### src/rtl/cpu_clk_pkg.sv
// Shared types and defaults for the CPU step controller.
// Optional macro CPU_STEP_SLOW_CLK_EN enables the divided slow_clk output.
package cpu_clk_pkg;

    localparam int DIV_W       = 4;
    localparam int DEFAULT_DIV = 3;

    typedef enum logic [1:0] {
        HALT = 2'b00,
        RUN  = 2'b01,
        STEP = 2'b10
    } state_e;

endpackage

### src/rtl/phase_counter.sv
// Modulo phase counter with a live ratio and a pending ratio applied at wrap.
// With CPU_STEP_SLOW_CLK_EN defined it also produces a registered slow clock.
module phase_counter #(
    parameter int DIV_W       = 4,
    parameter int DEFAULT_DIV = 3
) (
    input  logic             clk_i,
    input  logic             reset_i,
    input  logic             clr_i,
    input  logic             en_i,
    input  logic             load_now_i,
    input  logic             load_pend_i,
    input  logic [DIV_W-1:0] value_i,
    output logic [DIV_W-1:0] phase_o,
    output logic             wrap_o,
    output logic             slow_o
);

    logic [DIV_W-1:0] phase_q, phase_d;
    logic [DIV_W-1:0] div_q, div_d;
    logic [DIV_W-1:0] pend_q, pend_d;
    logic             pend_vld_q, pend_vld_d;
    logic [DIV_W-1:0] ratio;
    logic             adv;

    // Ratios 0 and 1 both collapse to a strobe every cycle.
    assign ratio   = (div_q < DIV_W'(2)) ? DIV_W'(1) : div_q;
    assign wrap_o  = (phase_q == ratio - DIV_W'(1));
    assign adv     = en_i && !clr_i;
    assign phase_o = phase_q;

    // Next phase and ratio; a direct load supersedes anything pending.
    always_comb begin
        phase_d    = phase_q;
        div_d      = div_q;
        pend_d     = pend_q;
        pend_vld_d = pend_vld_q;
        if (clr_i) begin
            phase_d = '0;
        end else if (en_i) begin
            phase_d = wrap_o ? '0 : phase_q + DIV_W'(1);
        end
        if (adv && wrap_o && pend_vld_q) begin
            div_d      = pend_q;
            pend_vld_d = 1'b0;
        end
        if (load_pend_i) begin
            pend_d     = value_i;
            pend_vld_d = 1'b1;
        end
        if (load_now_i) begin
            div_d      = value_i;
            pend_vld_d = 1'b0;
        end
    end

    // Phase and divider state registers.
    always_ff @(posedge clk_i or posedge reset_i) begin
        if (reset_i) begin
            phase_q    <= '0;
            div_q      <= DIV_W'(DEFAULT_DIV);
            pend_q     <= '0;
            pend_vld_q <= 1'b0;
        end else begin
            phase_q    <= phase_d;
            div_q      <= div_d;
            pend_q     <= pend_d;
            pend_vld_q <= pend_vld_d;
        end
    end

`ifdef CPU_STEP_SLOW_CLK_EN
    logic slow_q;

    // High for the first half of each period; ratio 1 gives half 0.
    always_ff @(posedge clk_i or posedge reset_i) begin
        if (reset_i) begin
            slow_q <= 1'b0;
        end else begin
            slow_q <= adv && (phase_q < (ratio >> 1));
        end
    end

    assign slow_o = slow_q;
`else
    assign slow_o = 1'b0;
`endif

endmodule

### src/rtl/cpu_step_controller.sv
// Run/halt/single-step sequencer producing the CPU advance strobe cpu_en.
// Optional macro CPU_STEP_SLOW_CLK_EN enables the divided slow_clk output.
module cpu_step_controller
    import cpu_clk_pkg::*;
#(
    parameter int DIV_W       = cpu_clk_pkg::DIV_W,
    parameter int DEFAULT_DIV = cpu_clk_pkg::DEFAULT_DIV,
    parameter int CNT_W       = 32
) (
    input  logic             clk_i,
    input  logic             reset_i,
    input  logic             div_load_i,
    input  logic [DIV_W-1:0] div_value_i,
    input  logic             run_i,
    input  logic             halt_i,
    input  logic             step_req_i,
    output logic             step_ack_o,
    output logic             cpu_en_o,
    output logic             slow_clk_o,
    output logic             busy_o,
    output logic [1:0]       state_o,
    output logic [CNT_W-1:0] cycle_count_o
);

    state_e           state_q, state_d;
    logic             step_armed_q, step_armed_d;
    logic             step_ack_q, step_ack_d;
    logic [CNT_W-1:0] cycle_count_q, cycle_count_d;
    logic [DIV_W-1:0] phase;
    logic             wrap;
    logic             busy;
    logic             cpu_en;
    logic             halt_load;

    assign busy      = (state_q != HALT);
    assign cpu_en    = busy && wrap && !halt_i;
    assign halt_load = !busy || halt_i;

    phase_counter #(
        .DIV_W       (DIV_W),
        .DEFAULT_DIV (DEFAULT_DIV)
    ) u_phase (
        .clk_i       (clk_i),
        .reset_i     (reset_i),
        .clr_i       (halt_load),
        .en_i        (busy),
        .load_now_i  (div_load_i && halt_load),
        .load_pend_i (div_load_i && !halt_load),
        .value_i     (div_value_i),
        .phase_o     (phase),
        .wrap_o      (wrap),
        .slow_o      (slow_clk_o)
    );

    // Next state with halt > run > step_req, plus step handshake and counter.
    always_comb begin
        state_d       = state_q;
        step_armed_d  = step_armed_q;
        step_ack_d    = 1'b0;
        cycle_count_d = cycle_count_q + {{(CNT_W-1){1'b0}}, cpu_en};
        case (state_q)
            HALT: begin
                if (halt_i)                         state_d = HALT;
                else if (run_i)                     state_d = RUN;
                else if (step_req_i && step_armed_q) state_d = STEP;
            end
            RUN: begin
                if (halt_i) state_d = HALT;
            end
            STEP: begin
                if (halt_i) begin
                    state_d = HALT;
                end else if (cpu_en) begin
                    state_d      = HALT;
                    step_ack_d   = 1'b1;
                    step_armed_d = 1'b0;
                end
            end
            default: state_d = HALT;
        endcase
        if (!step_req_i) step_armed_d = 1'b1;
    end

    // Control state registers.
    always_ff @(posedge clk_i or posedge reset_i) begin
        if (reset_i) begin
            state_q       <= HALT;
            step_armed_q  <= 1'b1;
            step_ack_q    <= 1'b0;
            cycle_count_q <= '0;
        end else begin
            state_q       <= state_d;
            step_armed_q  <= step_armed_d;
            step_ack_q    <= step_ack_d;
            cycle_count_q <= cycle_count_d;
        end
    end

    assign step_ack_o    = step_ack_q;
    assign cpu_en_o      = cpu_en;
    assign busy_o        = busy;
    assign state_o       = state_q;
    assign cycle_count_o = cycle_count_q;

endmodule

### config.mk
export PLATFORM = sky130hd
export DESIGN_NAME = cpu_step_controller
export DESIGN_NICKNAME = d
export VERILOG_FILES = /design/src/rtl/cpu_clk_pkg.sv /design/src/rtl/phase_counter.sv /design/src/rtl/cpu_step_controller.sv
export SDC_FILE = /design/constraint.sdc
export NUM_CORES = 1
export LEC_CHECK = 0
export BUFFER_PORTS_ARGS = -buffer_cell sky130_fd_sc_hd__buf_2
export CAP_MARGIN = 20
export CORE_MARGIN = 4
export CORE_UTILIZATION = 45
export DETAILED_ROUTE_END_ITERATION = 7
export PLACE_DENSITY = 0.72
export SETUP_SLACK_MARGIN = 0.15
export SYNTH_ARGS = -nofsm -noshare
export SYNTH_HDL_FRONTEND = slang
export SYNTH_HIERARCHICAL = 1
export SYNTH_SLANG_ARGS = --single-unit
### constraint.sdc
create_clock -name clk_i -period 6 [get_ports clk_i]
set_input_delay 0.6 -clock clk_i [delete_from_list [all_inputs] [get_ports clk_i]]
set_output_delay 0.6 -clock clk_i [all_outputs]
set_load 0.05 [all_outputs]
==> flow_metrics.env <==
export IMPL_synthMostInstantiatedCell="sky130_fd_sc_hd__dfrtp_1"
export IMPL_final_max_slew_violation_count=0
export IMPL_fillCellCount=489
export IMPL_grt_pass1_vias=2016
export IMPL_grt_max_degree=37
export IMPL_diodes=0
export IMPL_dpl_worst_slack_ns=2.41
export IMPL_ctsRootBufferMaster="sky130_fd_sc_hd__clkbuf_8"
export IMPL_critical_path_max_fanout=11
export IMPL_final_worst_clock_skew_ns=0.00718
export IMPL_number_of_clock_buffers_inserted_by_tritoncts=5
export IMPL_syn_nets=261
export IMPL_finalSetupViolations=0
export IMPL_met2_resource_use_gr_pct=25.1
export IMPL_synth_top_cells_by_count="sky130_fd_sc_hd__dfrtp_1 (46), sky130_fd_sc_hd__nand3_1 (27), sky130_fd_sc_hd__xnor2_1 (21)"
export IMPL_globalRoute_busiestLayer="met2"
export IMPL_viasPerCell=5.51
export IMPL_cts_htree_levels=2
export IMPL_io_pins=48
export IMPL_worst_setup_endpoint="cycle_count_o[10]$_DFF_PP0_"
export IMPL_routed_wl_mm=5.42
export IMPL_asyncSetResetFlopFracSynth_pct=100
export IMPL_die_area_sq_um=6970
export IMPL_final_net_count=309
export IMPL_achievable_frequency_ghz=0.276
export IMPL_detail_route_wl_per_cell_microns=14.8
export IMPL_detail_route_iter0_violations=114
export IMPL_p_leak_nw=1.49
export IMPL_timing_max_cap_violations=0
export IMPL_chipHeight_microns=83.5
export IMPL_synth_top_cell_area_share_pct=44.9
export IMPL_final_setup_tns_ns=0
export IMPL_die_x_microns=83.5
export IMPL_run_status="finished clean"
export IMPL_gp_congestion=0.872
export IMPL_clk_pin_slew_worst_paths_ns=0.09
export IMPL_place_port_buffers=46
export IMPL_ys_seq_elements=49
export IMPL_post_synth_edffs=0
export IMPL_synth_sequential_area_ratio_pct=47.9
export IMPL_drtPass1Iterations=4
export IMPL_path_class="register to register"
export IMPL_drt_drc_violations_left=0
export IMPL_ys_flop_type="sky130_fd_sc_hd__dfrtp_1"
export IMPL_grt_pass1_wl_mm=9.42
export IMPL_clkSinkCount=49
export IMPL_initial_core_util_pct=46.6
export IMPL_final_hold_viol_count=0
export IMPL_grt_setup_unrepaired="false"
export IMPL_rrSetupSlack_ns=2.38
export IMPL_fin_crit_sh_pct=60.3
export IMPL_shortest_period_the_worst_path_allows_ns=3.62
export IMPL_regToRegEndpoint="cycle_count_o[10]$_DFF_PP0_"
export IMPL_area_growth_pct=15.7
export IMPL_crit_arrival_ns=3.85
export IMPL_dp_final_hpwl_mm=4.05
export IMPL_post_cts_setup_buffer_count=0
export IMPL_max_clock_path_buffers=2
export IMPL_globalRouteOverflowTotal=0
export IMPL_post_synth_main_area_contributors="sky130_fd_sc_hd__dfrtp_1 (45%), sky130_fd_sc_hd__xnor2_1 (7.2%), sky130_fd_sc_hd__nand3_1 (5.3%)"
export IMPL_placement_rows=27
export IMPL_r2r_start="u_phase/div_q[2]$_DFFE_PP0P_"
export IMPL_ctsHoldBuffers=0
export IMPL_setup_slack_ns=2.38
export IMPL_layout_core_utilization_pct=53.9
export IMPL_reg2regPathDepth=14
export IMPL_insertion_delay_ns=0.30
export IMPL_grtUsageMet1_pct=21.9
export IMPL_final_layout_size_suffix_gt1_share_pct=24.7
export IMPL_timing_critical_path_required_ns=6.23
export IMPL_power_per_cell_area_nw_per_um2=216
export IMPL_globalRouteMet3Util_pct=4.44
export IMPL_finalHoldWorstSlack_ns=0.321
export IMPL_maxSlewHeadroom_pct=35.0
export IMPL_netlist_instances=246
export IMPL_yosysUniqueCellTypes=49
export IMPL_tritoncts="done"
export IMPL_postSynthAreaPerCell_sq_um=10.4
export IMPL_post_cts_resized=0
export IMPL_coreArea_sq_um=5510
export IMPL_setup_worst_path_start_class="register"
export IMPL_peakVddDrop_v=0.000101
export IMPL_route_antenna_remaining_nets=0
export IMPL_ys_warnings_count=6
export IMPL_netlist_area_sq_um=2570
export IMPL_post_synth_top_area_cell="sky130_fd_sc_hd__dfrtp_1"
export IMPL_setup_worst_path_start="u_phase/div_q[2]$_DFFE_PP0P_"
export IMPL_tightestPinTransition_ns=0.973
export IMPL_vias=2022
export IMPL_capturing_element_type_of_the_critical_path="register"
export IMPL_antenna_found_initial=0
export IMPL_track_usage_pct=16.3
export IMPL_holdCritPathClass="input pin to asynchronous set/reset pin"
-- placed cells by master (no fill, tap or decap), types with 2 or more instances in the layout --
cell                       netlist  final
sky130_fd_sc_hd__a211oi_1        3      3
sky130_fd_sc_hd__a21oi_1         6      6
sky130_fd_sc_hd__a22o_1          4      4
sky130_fd_sc_hd__and3_1          8      8
sky130_fd_sc_hd__buf_2           2     46
sky130_fd_sc_hd__clkbuf_8        0      7
sky130_fd_sc_hd__dfrtp_1        46     46
sky130_fd_sc_hd__dfstp_2         3      3
sky130_fd_sc_hd__ha_1            5      5
sky130_fd_sc_hd__inv_1           8      8
sky130_fd_sc_hd__mux2_2          4      4
sky130_fd_sc_hd__mux2i_1         3      3
sky130_fd_sc_hd__nand2_1        13     13
sky130_fd_sc_hd__nand2b_1        2      2
sky130_fd_sc_hd__nand3_1        27     27
sky130_fd_sc_hd__nand3b_1        2      2
sky130_fd_sc_hd__nand4_1        10     10
sky130_fd_sc_hd__nor2_1         15     15
sky130_fd_sc_hd__nor2b_1         5      5
sky130_fd_sc_hd__nor3_1          7      7
sky130_fd_sc_hd__nor4_1          6      6
sky130_fd_sc_hd__nor4_4          2      2
sky130_fd_sc_hd__o21ai_0         5      5
sky130_fd_sc_hd__or2_2           2      2
sky130_fd_sc_hd__xnor2_1        21     21
sky130_fd_sc_hd__xor2_1         11     11
-- final cells by class --
| type | instances | area, sq um | area share [%] |
|---|---|---|---|
| clock buffer | 7 | 96.3 | 3.24 |
| clock inverter | 1 | 8.76 | 0.295 |
| inverter | 8 | 30.0 | 1.01 |
| multi-input combinational | 183 | 1280 | 43.0 |
| sequential | 49 | 1230 | 41.4 |
| tap | 72 | 90.1 | 3.03 |
| timing repair buffer | 47 | 238 | 8.00 |
-- worst min-delay path by stage --
stage / startpoint / to / slack [ns] / cells after the start
CTS: reset_i / u_phase/pend_vld_q$_DFFE_PP0P_ / 0.33 / 2
detailed placement: cycle_count_o[31]$_DFF_PP0_ / cycle_count_o[31]$_DFF_PP0_ / 0.47 / 1
global placement: cycle_count_o[31]$_DFF_PP0_ / cycle_count_o[31]$_DFF_PP0_ / 0.46 / 1
floorplan: step_armed_q$_DFFE_PP1P_ / step_armed_q$_DFFE_PP1P_ / 0.46 / 2
global route: reset_i / u_phase/pend_vld_q$_DFFE_PP0P_ / 0.37 / 2
finish: reset_i / u_phase/phase_o[1]$_DFFE_PP0P_ / 0.32 / 2
-- cells by family (layout without fill, tap and decap cells) --
logic type,count (synthesis),after routing,share of synthesized area (%)
xor+xnor,33,33,11.8
simple gates,112,112,25.7
mux,7,7,2.93
other cells,1,1,0.146
buf+inv,14,63,2.29
flops,49,49,47.9
fa+ha+maj,5,5,2.44
compound gates,25,25,6.73
-- critical path, stage by stage (launching register included) --
cell and delay [ns]:
sky130_fd_sc_hd__dfrtp_1 0.45, sky130_fd_sc_hd__nor3_1 0.19, sky130_fd_sc_hd__nor2_1 0.06, sky130_fd_sc_hd__ha_1 0.29, sky130_fd_sc_hd__xor2_1 0.17, sky130_fd_sc_hd__nand2_2 0.16, sky130_fd_sc_hd__a21oi_2 0.29, sky130_fd_sc_hd__inv_1 0.10
sky130_fd_sc_hd__nor2_1 0.21, sky130_fd_sc_hd__ha_1 0.21, sky130_fd_sc_hd__ha_1 0.24, sky130_fd_sc_hd__nand3_1 0.12, sky130_fd_sc_hd__nor2_1 0.62, sky130_fd_sc_hd__and3_1 0.28, sky130_fd_sc_hd__xor2_1 0.16
-- where the power goes --
part,switching (W),total [W],leakage [nW],internal [W]
registers,0.0000101,0.000354,0.654,0.000344
logic,0.0000437,0.0000717,0.782,0.0000279
clock network,0.000109,0.000215,0.0549,0.000107
-- per-stage QoR --
stage | cells | total power (W) | area (sq um)
6_report | 367 | 0.000641 | 2970
5_1_grt | 367 | 0.000671 | 2970
4_1_cts | 367 | 0.000649 | 2970
3_5_place_dp | 359 | 0.000432 | 2870
3_3_place_gp | 359 | 0.000431 | 2870
2_1_floorplan | 246 | 0.000414 | 2570
-- layer usage --
layer | vias up | share of wire [%]
met3 | 13 | 4.9
met2 | 51 | 47
met4 | 0 | 2.2
li1 | 981 | -
met1 | 977 | 46
met5 | - | 0
-- registers in the layout, summed over array words and instances (netlist names) --
register / count
cycle_count_o: 32
step_ack_o: 1
state_o: 2
step_armed_q: 1
u_phase/phase_o: 4
u_phase/pend_q: 4
u_phase/pend_vld_q: 1
u_phase/div_q: 4
(Power assumes the default switching activity.)
